File: src/rtl/mouse_tracker.sv
// mouse_tracker: debounced button plus a single-axis quadrature position tracker.
//
// All three asynchronous inputs pass through 2-flop synchronizers. The button is
// debounced by a run-length counter. The quadrature phases are decoded against
// the previous synchronized phase to step a saturating X position.
//
// Ports
//   clock          rising-edge system clock
//   reset_         synchronous, active-high reset
//   button_raw     asynchronous, bouncy button (1 = pressed)
//   quad_a/quad_b  asynchronous quadrature phases, X axis
//   mouse_pressed_ debounced button (1 = pressed)
//   mouse_x        saturating X position, range 0..X_MAX
//   x_moved        one-cycle pulse following each edge where mouse_x changed
//   quad_error     sticky flag for a transition with both phase bits changed
module mouse_tracker #(
  parameter int          DEBOUNCE_CYCLES = 4,
  parameter logic [15:0] X_MAX           = 16'd639,
  parameter logic [15:0] X_RESET         = 16'd0
) (
  input  logic        clock,
  input  logic        reset_,
  input  logic        button_raw,
  input  logic        quad_a,
  input  logic        quad_b,
  output logic        mouse_pressed_,
  output logic [15:0] mouse_x,
  output logic        x_moved,
  output logic        quad_error
);

  // The counter only has to hold 0..DEBOUNCE_CYCLES-1: on the cycle it would
  // reach DEBOUNCE_CYCLES the output toggles and the counter clears instead.
  localparam int CNT_W = (DEBOUNCE_CYCLES < 2) ? 1 : $clog2(DEBOUNCE_CYCLES);
  localparam logic [CNT_W-1:0] CNT_LAST = CNT_W'(DEBOUNCE_CYCLES - 1);

  // Apply a signed unit step to the position, clamping to [0, X_MAX].
  function automatic logic [15:0] sat_step(input logic [15:0] x,
                                           input logic signed [1:0] step);
    logic signed [17:0] sum;
    sum = $signed({2'b00, x}) + $signed({{16{step[1]}}, step});
    if (sum < 18'sd0) begin
      return 16'd0;
    end else if (sum > $signed({2'b00, X_MAX})) begin
      return X_MAX;
    end else begin
      return sum[15:0];
    end
  endfunction

  // ---- stage p0/p1: 2-flop synchronizers {button, a, b} ----
  logic [2:0] sync_p0;
  logic [2:0] sync_p1;

  always_ff @(posedge clock) begin
    if (reset_) begin
      sync_p0 <= '0;
      sync_p1 <= '0;
    end else begin
      sync_p0 <= {button_raw, quad_a, quad_b};
      sync_p1 <= sync_p0;
    end
  end

  logic       button_s;
  logic [1:0] phase_s;

  assign button_s = sync_p1[2];
  assign phase_s  = sync_p1[1:0];

  // ---- stage p2: button debounce ----
  logic [CNT_W-1:0] db_cnt;

  always_ff @(posedge clock) begin
    if (reset_) begin
      db_cnt         <= '0;
      mouse_pressed_ <= 1'b0;
    end else if (button_s != mouse_pressed_) begin
      if (db_cnt == CNT_LAST) begin
        db_cnt         <= '0;
        mouse_pressed_ <= ~mouse_pressed_;
      end else begin
        db_cnt <= db_cnt + CNT_W'(1);
      end
    end else begin
      db_cnt <= '0;
    end
  end

  // ---- stage p2: quadrature decode and position ----
  logic [1:0]        phase_prev_p2;
  logic [1:0]        arm_cnt;
  logic              armed;
  logic signed [1:0] step;
  logic              illegal;
  logic [15:0]       x_next;

  // After reset the synchronizers and prev still hold the cleared phase 00,
  // so the first three edges only refill prev; otherwise a phase of 11 held
  // through reset would look like an illegal 00->11 jump.
  assign armed = (arm_cnt == 2'd3);

  always_comb begin
    step    = 2'sd0;
    illegal = 1'b0;
    case ({phase_prev_p2, phase_s})
      4'b00_10, 4'b10_11, 4'b11_01, 4'b01_00: step    = 2'sd1;
      4'b10_00, 4'b11_10, 4'b01_11, 4'b00_01: step    = -2'sd1;
      4'b00_11, 4'b11_00, 4'b01_10, 4'b10_01: illegal = 1'b1;
      default:                                step    = 2'sd0;
    endcase
    x_next = armed ? sat_step(mouse_x, step) : mouse_x;
  end

  always_ff @(posedge clock) begin
    if (reset_) begin
      phase_prev_p2 <= 2'b00;
      arm_cnt       <= 2'd0;
      mouse_x       <= X_RESET;
      x_moved       <= 1'b0;
      quad_error    <= 1'b0;
    end else begin
      phase_prev_p2 <= phase_s;
      if (!armed) begin
        arm_cnt <= arm_cnt + 2'd1;
      end
      mouse_x <= x_next;
      // A clamped step leaves x_next equal to mouse_x, so no pulse.
      x_moved <= (x_next != mouse_x);
      if (armed && illegal) begin
        quad_error <= 1'b1;
      end
    end
  end

endmodule

File: config.mk
export PLATFORM = sky130hd
export DESIGN_NAME = mouse_tracker
export DESIGN_NICKNAME = d
export VERILOG_FILES = /design/src/rtl/mouse_tracker.sv
export SDC_FILE = /design/constraint.sdc
export NUM_CORES = 1
export LEC_CHECK = 0
export ABC_AREA = 1
export BUFFER_PORTS_ARGS = -buffer_cell sky130_fd_sc_hd__clkbuf_2
export CAP_MARGIN = 20
export CELL_PAD_IN_SITES_DETAIL_PLACEMENT = 0
export CELL_PAD_IN_SITES_GLOBAL_PLACEMENT = 1
export CORE_MARGIN = 8
export CORE_UTILIZATION = 40
export DETAILED_ROUTE_END_ITERATION = 8
export HOLD_SLACK_MARGIN = 0.08
export PLACE_DENSITY = 0.79
export SYNTH_ARGS = -nofsm -noshare
export SYNTH_HDL_FRONTEND = slang
export SYNTH_SLANG_ARGS = --single-unit
export TNS_END_PERCENT = 1
File: constraint.sdc
create_clock -name clock -period 5.42 [get_ports clock]
set_clock_uncertainty 0.05 [all_clocks]
set_input_delay 1.084 -clock clock [delete_from_list [all_inputs] [get_ports clock]]
set_output_delay 1.084 -clock clock [all_outputs]
set_load 0.02 [all_outputs]
==> results.md, run 1 <==
Run status:
- The run finished with clean final reports.

Drt:
- The post-detailed-routing wire length is ~6.3 mm.
- After detailed routing, the number of remaining DRC violations is 0.
- The routed layout has 2,489 vias.
- The initial detailed-routing violation count is 82.
- In the routed layout, each cell is associated on average with a via count of 4.76.
- The per-cell routed wire length is 12.1 um.
- Once detail routing completed, the nets flagged for antenna violations numbered 0.
- The first-pass detailed-route iteration total is 4.

STA:
- The relative slew slack is 0.445.
- The portion of the clock cycle consumed by the worst path in the final layout is 0.689.
- The worst path in the final design needs a cycle of 3.74 ns, including I/O delays and setup.
- The number of endpoints with negative hold slack in the final report was 0.
- Setup violations remaining at the end of the flow were counted as 0.
- The setup TNS after final layout is 0 ns.
- The highest attainable clock frequency is 268 MHz.
- At the pin with the least slew margin, the transition time is ~0.83 ns.
- Setup repair after global routing left no endpoint under its margin.
- The max-slew violation count was 0.

Power:
- The power per unit of standard cell area is 207 nW/um^2.
- The leakage dissipation is 1.53 nW.
- The overall power consumption is 0.000587 W.
- VDD sags by at most 0.000223 V.

Worst hold path:
- The path class of the tightest hold or removal check is flip-flop to flip-flop.

Critical path:
- Traced cell by cell, the critical path runs through xor2_1 > and3_1 > ha_1 > nand2_1 > nand2_1 > nand2_1 > nand2_1 > inv_2 > nand3_2 > nand2_1 > nand3_1 > nand2_1 > nand2_2 > nand2_2 > clkinv_1 > nand3_1 > nand2_1 > nor2_2 > nand2_1 > nor2_1 > nand3_1 > nand2_1 > inv_1.
- The data required time of the worst path is approximately 5.6 ns.
- The startpoint kind of the worst setup timing path is a flip-flop.
- The slowest stage of the critical path belongs to the cell and3_1.
- For the worst setup path, the data arrival time is 3.87 ns.
- The kind of critical path is flip-flop to flip-flop.
- STA classifies the critical path endpoint as a flip-flop.
- In this run the worst path has a maximum fanout of 19.
- The maximum cell stage delay along the critical path is 0.71 ns.
- The most numerous cell type found on the critical path is nand2_1.

Finish:
- Of the cells placed in the final design, the portion with a size suffix greater than 1 is 0.132.
- In the final layout, flip-flops and latches occupy between 600 and 700 sq um.
- The number of antenna diodes in the final layout is 0.
- The library cells used most frequently in the layout, excluding fill and tap cells, are 138 x nand2_1, 69 x inv_1, 42 x nor2_1, 31 x dfxtp_1, 28 x nand3_1.
- Summing all multi-input logic gate instances after layout gives 1640 sq um.
- Summing all non-filler instances in the final layout gives an area of around 2800 sq um.
- Leaving out fill and tap cells, the most frequent cell in the layout is nand2_1.
- Fill cells in the final layout number 697.
- The synthesis-to-layout area growth is 10.5%.
- The number of nets in the final layout is 471.

Placed design:
- The count of buffers inserted at the top-level ports is 23.
- Summed over all nets, the half-perimeter wirelength after detailed placement is 5.21 mm.
- After detailed placement, the total cell area comes to 2740 sq um.
- At the end of routability-driven placement, the weighted congestion stood at roughly 0.8.

Clock network:
- The clock latency at the later pin of the worst-skew pair is 0.28 ns.
- The clock root buffer is clkbuf_8.
- TritonCTS built the clock tree.
- After clock tree synthesis, the clock-pin slew on the worst setup and hold paths is approximately 0.06 ns.
- In this run the number of H-tree levels came out at 2.
- The tree built by TritonCTS fans out to 31 sinks.
- No sink is reached through more buffers than the 2 on the longest clock path.
- Once the clock tree was built, the setup fixing pass inserted 0 buffers.
- Buffers inserted during clock tree synthesis total 5.
- The number of gates given a new drive strength after cts is 0.
- The number of buffers added to fix hold violations after cts is 0.

Job:
- The max-capacitance violation count is 0.

GRT:
- Entering global routing, the biggest net connects 28 pins.
- The wire length of the first global-routing pass is 11.0 mm.
- In the global route stage, overall resource usage came out at 0.149.
- The total overflow reported by the global router is 0.
- The number of antenna violations at the first check in global routing is 0.
- The via count of the first global-routing pass is 2,450.

Die:
- The area of the die is slightly above 9000 sq um.
- The total area inside the core boundary comes to 6280 sq um.
- Pin placement for this block handled 24 I/O pins.
- The initial cell density of the core is 0.408.
- The number of core rows is 29.
- The vertical die dimension is 96 um.
- The overall die width is between 90 and 100 um.

Logic synthesis:
- Counting flops and latches in the post-synthesis netlist gives 31.
- Counting flops with an async set or reset pin after synthesis yields a share of 0.
- The number of synthesis warnings is 0.
- The netlist area before placement is 2560 sq um.
- Counting flops with a built-in enable in the synthesized netlist gives 0.
- The netlist uses 34 different library cells.
- The gate count of the mapped netlist is 422.
- The share of the Yosys chip area taken by registers is 0.242.
- The most used flip-flop cell after synthesis is dfxtp_1.
- The synthesized area per cell is 6.07 sq um.
- The net count after synthesis is between 400 and 500.
-- cell families (layout without fill, tap and decap cells) --
group | after synthesis | after routing | share of synthesized area
adder cells (fa/ha/maj) | 20 | 20 | 0.101
AND/OR/NAND/NOR | 248 | 248 | 0.434
AO/OA/AOI/OAI | 35 | 35 | 0.0738
buffers and inverters | 79 | 103 | 0.119
XOR/XNOR | 9 | 9 | 0.0308
flip-flops | 31 | 31 | 0.242
-- cells in the mapped netlist, drive strengths merged, types with 2 or more instances --
cell	n	area share
a21oi	25	0.050
clkbuf	4	0.0059
xor2	3	0.010
nand4	3	0.0073
buf	2	0.0059
nor2	47	0.074
nor3	6	0.014
nand2	148	0.23
ha	19	0.093
inv	71	0.10
o21ai	6	0.012
nand3b	2	0.0059
xnor2	6	0.021
clkinv	2	0.0029
dfxtp	31	0.24
nand3	38	0.094
-- per-layer routing --
| metal | vias to the layer above | part of all wire | GRT usage |
|---|---|---|---|
| met4 | 0 | 0.014 | 0.0487 |
| met3 | 8 | 0.031 | 0.0203 |
| met5 | - | 0 | 0 |
| met2 | 36 | 0.46 | 0.252 |
| met1 | 1085 | 0.49 | 0.190 |
| li1 | 1360 | - | - |
-- critical path, delay by kind of cell (launching register included) --
family / cells / cell delay (ns)
adder cells (fa/ha/maj): 1 / 0.43
AND/OR/NAND/NOR: 18 / 2.22
buffers and inverters: 3 / 0.39
XOR/XNOR: 1 / 0.15
flip-flops: 1 / 0.40
-- registers in the layout (all words and copies together), names as in the netlist --
| signal | cells |
|---|---|
| x_moved | 1 |
| phase_prev_p2 | 2 |
| mouse_pressed_ | 1 |
| arm_cnt | 2 |
| sync_p0 | 3 |
| quad_error | 1 |
| db_cnt | 2 |
| sync_p1 | 3 |
| mouse_x | 16 |
-- final timing paths --
check / slack [ns] / start / cells past startpoint / endpoint
worst max register to register: 1.68 / sync_p1[0]$_SDFF_PP0_ / 23 / x_moved$_SDFF_PP0_
worst min register to register: 0.35 / sync_p0[0]$_SDFF_PP0_ / 2 / sync_p1[0]$_SDFF_PP0_
worst min-delay path: 0.35 / sync_p0[0]$_SDFF_PP0_ / 2 / sync_p1[0]$_SDFF_PP0_
worst max-delay path: 1.68 / sync_p1[0]$_SDFF_PP0_ / 23 / x_moved$_SDFF_PP0_
-- through the flow --
step / std cells / setup WS (ns) / hold WS [ns] / utilization
6_report: 523 / 1.68 / 0.347 / 0.451
5_1_grt: 523 / 1.31 / 0.369 / 0.451
4_1_cts: 523 / 1.63 / 0.349 / 0.451
3_5_place_dp: 516 / 1.64 / 0.344 / 0.437
3_3_place_gp: 516 / 1.68 / 0.347 / 0.437
2_1_floorplan: 422 / 2.36 / 0.338 / -
-- report_power, final --
part	internal (W)	switching, W	leakage (nW)
Sequential	0.000241	0.0000131	0.252
Clock	0.0000994	0.0000792	0.0470
Combinational	0.0000532	0.000101	1.23
Total	0.000394	0.000193	1.53
-- final cells by class --
cell class                 count  share of cell area
multi-input combinational    312               0.578
sequential                    31               0.219
inverter                      73              0.0969
timing repair buffer          23              0.0407
tap                           77              0.0341
clock buffer                   6              0.0292
clock inverter                 1             0.00177
Power figures use the tool's default switching activity.
==> inputs of run 2 (changes only) <==
CORE_UTILIZATION = 38   (was 40)
PLACE_DENSITY = 0.78   (was 0.79)
clock period = 3.3 ns   (was 5.42 ns; I/O delays follow)
==> results.md, run 2 (synthesized netlist as in run 1, its figures left out) <==
Run status:
- The flow ran to the end, and the final reports show no timing, DRC or antenna violations.

Placed design:
- At the end of routability-driven placement, the weighted congestion stood at slightly above 0.8.
- The count of buffers inserted at the top-level ports is 23.
- The cell area after placement is between 2000 and 3000 sq um.
- The pre-CTS worst setup slack is -0.128 ns.
- Summed over all nets, the half-perimeter wirelength after detailed placement is 5.39 mm.

GRT:
- Global routing finished with a remaining overflow of 0.
- The global router's overall resource usage is 0.143.
- Entering global routing, the biggest net connects 28 pins.
- The first global-routing pass estimated 11.4 mm of wire.
- The number of antenna violations at the first check in global routing came to 0.
- The via count of the first global-routing pass is 2,508.

Finish:
- 0 antenna diodes ended up in the layout.
- The largest registers in the layout are mouse_x x16, sync_p0 x3, sync_p1 x3.
- Measured on the finished design, the core utilization comes to 0.528.
- Counting flops per register, the top entry is mouse_x.
- The register with the most flip-flops in the layout has 16 of them.
- The most common cell after layout, fill and taps aside is nand2_1.
- The synthesis-to-layout area growth is 37.0%.
- Leaving out fill and tap cells, the most frequent cells in the layout are 114 x nand2_1, 67 x inv_1, 37 x nor2_1, 30 x nand2_2, 27 x dfxtp_1.
- The number of nets in the final layout is 503.
- The cell area after layout is approximately 3500 sq um.
- Of the cells placed in the final design, the portion with a size suffix greater than 1 is 0.325.

STA:
- Setup repair after global routing could not meet its margin everywhere.
- In this run the tightest slew margin relative to its limit is 0.621.
- Dividing the final minimum period by the clock period gives 0.981.
- The number of endpoints with negative hold slack in the final report was 0.
- Timing would allow up to 309 MHz.
- Adding up every negative setup slack in the final design gives 0 ns.
- The max-slew violation count is 0.
- The clock period could shrink to ~3.2 ns.
- Across all setup checks in the final design, the least slack found is 0.0635 ns.
- The transition time at the pin with the least slew margin is 0.569 ns.
- Setup violations remaining at the end of the flow were counted as 0.

Critical path:
- Counting stages on the worst path, the most repeated cell is nand2_1.
- The register-to-register setup slack is 0.06 ns.
- STA classifies the critical path endpoint as a flip-flop.
- The cell count along the critical path is 23.
- The critical path is of the flip-flop to flip-flop type.
- In this run the critical register-to-register path is launched from sync_p1[0]$_SDFF_PP0_.
- The worst reg-to-reg path cell count is 23.
- Walking the worst path, the cells encountered are xor2_1 > and3_4 > clkbuf_16 > ha_2 > a21oi_4 > nor2_1 > nor2_1 > nand2_1 > a21oi_2 > nand2_1 > nand2_2 > nand2_2 > buf_4 > nor2_1 > nand3_2 > nand2_1 > nand2_1 > nand2_1 > nand3_1 > nor2_1 > nand3_1 > nand2_1 > inv_1.
- The startpoint kind of the worst setup timing path is a flip-flop.
- The capturing instance or port of the critical path is x_moved$_SDFF_PP0_.
- Counting both buffers and inverters, the worst setup path holds a total of 3.
- Along the worst path, the maximum fanout reaches 4.
- The maximum cell stage delay along the critical path is between 0.3 and 0.4 ns.
- The reg-to-reg critical path endpoint is x_moved$_SDFF_PP0_.
- The slowest stage of the critical path is the dfxtp_4 cell.
- The kind of cell adding the most delay to the critical path is simple AND/OR/NAND/NOR gates.
- The signal arrival time at the worst endpoint is 3.36 ns.
- The worst setup path startpoint is sync_p1[0]$_SDFF_PP0_.
- For the worst setup path, the data required time is 3.42 ns.

Job:
- The max-capacitance violation count is 0.

Power:
- The leakage dissipation is 1.75 nW.
- VDD sags by at most 0.000278 V.
- Dividing total power by cell area gives a power density of roughly 300 nW/um^2.

Drt:
- The antenna violation net count after detailed routing is 0.
- The ratio of routed vias to standard cells is 4.83.
- The detailed router placed roughly 2,700 vias in this run.
- The per-cell routed wire length is 13.1 um.
- The first-pass detailed-route iteration total is 4.
- The post-detailed-routing wire length is 7.27 mm.
- The initial detailed-routing violation count is 108.
- After detailed routing, the number of remaining DRC violations is 0.

Die:
- The initial cell density of the core is 0.385.
- From left edge to right edge, the die measures approximately 100 um.
- Pin placement for this block handled 24 I/O pins.
- The vertical die dimension is 98.1 um.
- The die covers 9620 sq um.
- The floorplan has 30 rows.
- In this run the standard cell core region covers approximately 6600 sq um.

Clock network:
- The number of buffers created by CTS is 5.
- The clock root buffer is clkbuf_8.
- The clock latency at the later pin of the worst-skew pair is 0.28 ns.
- The longest clock path from root to sink contains 2 buffers.
- CTS built an H-tree with a depth of 2.
- After clock tree synthesis, the clock-pin slew on the worst setup and hold paths is 0.06 ns.
- CTS saw 31 sinks.
- The TritonCTS clock tree is built.

Worst hold path:
- The kind of path behind the tightest hold check is flip-flop to flip-flop.
- In this run the most critical hold path is launched from sync_p0[0]$_SDFF_PP0_.
## run 2: cell types whose count changed in the layout (fill, tap and decap cells not counted), sizes merged
| cell | before | now |
|---|---|---|
| clkbuf | 29 | 31 |
| nand2 | 148 | 149 |
| buf | 0 | 29 |
| clkinvlp | 0 | 1 |
| clkinv | 3 | 1 |
## run 2: through the flow
stage	hold slack [ns]	std cells	power, W
finish	0.336	557	0.00105
global route	0.359	557	0.00111
detailed placement	0.347	540	0.000707
global placement	0.348	540	0.000707
floorplan	0.338	422	0.000619
CTS	0.344	548	0.000991
## run 2: per-layer routing
layer	wire (um)	global-route usage	up-vias
met5	0	0	-
met4	94	0.0408	0
met3	189	0.0156	8
met2	3530	0.246	38
met1	3460	0.182	1222
li1	-	-	1422
## run 2: worst reg2reg max path: cells and delay by family, from the launching register on
kind            cells  cell delay (ns)
compound gates      2             0.30
xor+xnor            1             0.14
fa+ha+maj           1             0.31
buf+inv             3             0.38
flops               1             0.37
simple gates       16             1.57
## run 2: report_power, final
part	switching (W)	leakage, nW	internal (W)
sequential	0.0000221	0.255	0.000395
clock	0.000126	0.0371	0.000140
combinational	0.000208	1.45	0.000156
total	0.000356	1.75	0.000692
## run 2: area by class of cell
type | instances | area, sq um
clock buffers | 6 | 72.6
fillers | 673 | 3140
inverters | 73 | 278
multi-input cells | 313 | 2010
flip-flops and latches | 31 | 631
well taps | 80 | 100
repair buffers | 54 | 418
## run 2: what timing repair did
item                       4_1_cts  5_1_grt
pin swaps                        4       31
buffers inserted                 1        6
cloned                           1        3
setup endpoints to repair        1        1
hold buffers                     0        0
gates resized for setup         10       83
hold endpoints to repair         0        0
## run 2: worst min path at each step
stage	depth (start not counted)	end
final	2	sync_p1[0]$_SDFF_PP0_
after floorplan	2	sync_p1[0]$_SDFF_PP0_
after CTS	2	sync_p1[0]$_SDFF_PP0_
after global routing	2	sync_p1[0]$_SDFF_PP0_
after global placement	2	sync_p1[2]$_SDFF_PP0_
after detailed placement	2	sync_p1[2]$_SDFF_PP0_
==> inputs of run 3 (changes only) <==
CORE_ASPECT_RATIO = 1.4   (was default)
==> results.md, run 3 (synthesized netlist as in run 1, its figures left out) <==
Run status:
- The run finished with clean final reports.

Drt:
- The post-detailed-routing wire length is 7.79 mm.
- The count of nets left with antenna violations once routing finished came out at 0.
- The initial detailed-routing violation count is between 100 and 150.
- The ratio of routed vias to standard cells is 4.90.
- Summing over every cut layer, the via total after detailed routing is 2,769.
- In the final routed layout, each cell accounts on average for approximately 14 um.
- After detailed routing, the number of remaining DRC violations is 0.
- The first-pass detailed-route iteration total is 4.

GRT:
- The number of antenna violations at the first check in global routing is 0.
- The first global-routing pass estimated approximately 12 mm of wire.
- In the global route stage, overall resource usage came out at 0.154.
- The largest net degree at the start of global routing is 28.
- The total overflow reported by the global router is 0.
- The via count of the first global-routing pass is between 2,000 and 3,000.

Critical path:
- The top fanout value on the critical path is 8.
- The startpoint kind of the worst setup timing path is a flip-flop.
- The critical path's most frequent cell is nand2_1.
- STA classifies the critical path endpoint as a flip-flop.
- The maximum cell stage delay along the critical path is 0.37 ns.
- The data required time of the worst path is 3.43 ns.
- The kind of critical path is flip-flop to flip-flop.
- STA puts the critical path data arrival time at 3.37 ns.
- The slowest stage of the critical path is the dfxtp_4 cell.

STA:
- The smallest setup slack after layout is just over 0.06 ns.
- The transition time at the pin with the least slew margin is 0.560 ns.
- Derived from the worst setup path, the maximum achievable clock frequency is 309 MHz.
- In the finished design, the share of the clock period the worst path needs comes to 0.981.
- In this run the tightest slew margin relative to its limit is 0.627.
- The final critical delay including setup and external delays is 3.24 ns.
- Setup repair after global routing could not meet its margin everywhere.
- The number of endpoints with negative hold slack in the final report was 0.
- The final count of negative-setup-slack endpoints is 0.
- The max-slew violation count was 0.

Job:
- The max-capacitance violation count is 0.

Clock network:
- The number of buffers created by CTS is 5.
- The clock latency at the later pin of the worst-skew pair is around 0.28 ns.
- TritonCTS built the clock tree.
- Clock-pin slew was measured on the worst setup and hold paths at 0.07 ns.
- The clock passes through at most 2 buffers.
- The number of H-tree branching levels is 2.
- The clock drives 31 sinks.
- The clock root buffer is clkbuf_8.

Placed design:
- The half-perimeter wire length after placement is just under 6 mm.
- Buffers placed on the I/O ports in this run total 23.
- The routability congestion estimate is 0.881.
- Before CTS, the worst setup slack after placement is -0.0607 ns.

Power:
- The share of total power dissipated in combinational logic is 0.313.
- The proportion of power drawn by flip-flops and latches is 0.358.
- The leakage dissipation is 1.80 nW.
- Of the total power, the clock network draws 0.330.
- Of the total power, the share spent switching nets is 0.315.
- The overall power consumption is about 0.0012 W.
- For this design the ratio of total power to cell area is ~330 nW/um^2.
- The power spent charging and discharging nets is about 0.00037 W.
- The worst-case IR drop observed on VDD is 0.000341 V.
- Cell internal power was estimated by the tool at 0.000799 W.

Die:
- The vertical die dimension is ~110 um.
- After floorplanning, the core was divided into 35 placement rows.
- The initial cell density of the core is 0.390.
- The core region is 6570 sq um.
- The die covers 9660 sq um.
- In this run the horizontal extent of the chip is about 85 um.
- The count of boundary I/O pins is 24.

Finish:
- The register with the most flip-flops in the layout has 16 of them.
- Once layout is complete, the utilization of the core stands at 0.546.
- The largest registers in the layout are mouse_x x16, sync_p0 x3, sync_p1 x3.
- In the layout the commonest cells are 117 x nand2_1, 68 x inv_1, 39 x nor2_1, 36 x buf_4, 28 x dfxtp_1.
- The synthesis-to-layout area growth is 40.1%.
- The most flop-heavy register is mouse_x.
- The final layout contains 515 nets.
- The number of inserted diodes is 0.
- Of the cells placed in the final design, the portion with a size suffix greater than 1 is 0.324.
- The most common cell after layout, fill and taps aside is nand2_1.

Worst hold path:
- The tightest min-delay check is of the flip-flop to flip-flop type.
-- run 3: repair_timing --
item | CTS | global route
buffers inserted | 0 | 8
gates cloned | 0 | 2
pin swaps | 0 | 26
setup endpoints to repair | 1 | 1
resized for setup | 2 | 74
hold buffers | 0 | 0
-- run 3: layout make-up --
cell class              count  area (sq um)
clock buffers               6          82.6
clock inverters             2          35.0
fillers                   661          2980
inverters                  73           278
multi-input cells         312          1960
flip-flops and latches     31           627
well taps                  74          92.6
repair buffers             67           512
-- run 3: final timing paths --
path	slack [ns]	endpoint	cells past startpoint	start
max reg2reg	0.06	x_moved$_SDFF_PP0_	25	sync_p1[0]$_SDFF_PP0_
min	0.35	sync_p1[0]$_SDFF_PP0_	2	sync_p0[0]$_SDFF_PP0_
min reg2reg	0.35	sync_p1[0]$_SDFF_PP0_	2	sync_p0[0]$_SDFF_PP0_
max	0.06	x_moved$_SDFF_PP0_	25	sync_p1[0]$_SDFF_PP0_
-- run 3: per-stage QoR --
| step | instance area (sq um) | hold WS (ns) | cells | TNS [ns] |
|---|---|---|---|---|
| after floorplan | 2560 | 0.338 | 422 | 0 |
| after global placement | 3010 | 0.343 | 547 | -0.0135 |
| after detailed placement | 3010 | 0.344 | 547 | -0.0607 |
| after CTS | 3130 | 0.353 | 555 | 0 |
| after global routing | 3590 | 0.373 | 565 | -0.159 |
| final | 3590 | 0.347 | 565 | 0 |
-- run 3: routing by layer --
layer | wire length [um] | vias up | track usage
li1 | - | 1450 | -
met5 | 0 | - | 0
met4 | 351 | 0 | 0.0540
met3 | 198 | 26 | 0.0232
met1 | 3190 | 1245 | 0.159
met2 | 4040 | 48 | 0.302
-- run 3: power groups by stage --
stage	clock network, W	registers (W)	logic, W
global route	0.000410	0.000421	0.000406
global placement	0	0.000423	0.000302
detailed placement	0	0.000423	0.000305
floorplan	0	0.000433	0.000186
CTS	0.000393	0.000415	0.000308
finish	0.000384	0.000418	0.000365
-- run 3: worst max-delay path, delay by kind of cell (launching register included) --
family / cells / cell delay, ns
buf+inv: 6 / 0.73
xor+xnor: 1 / 0.15
flops: 1 / 0.37
fa+ha+maj: 1 / 0.20
simple gates: 14 / 1.22
compound gates: 3 / 0.40
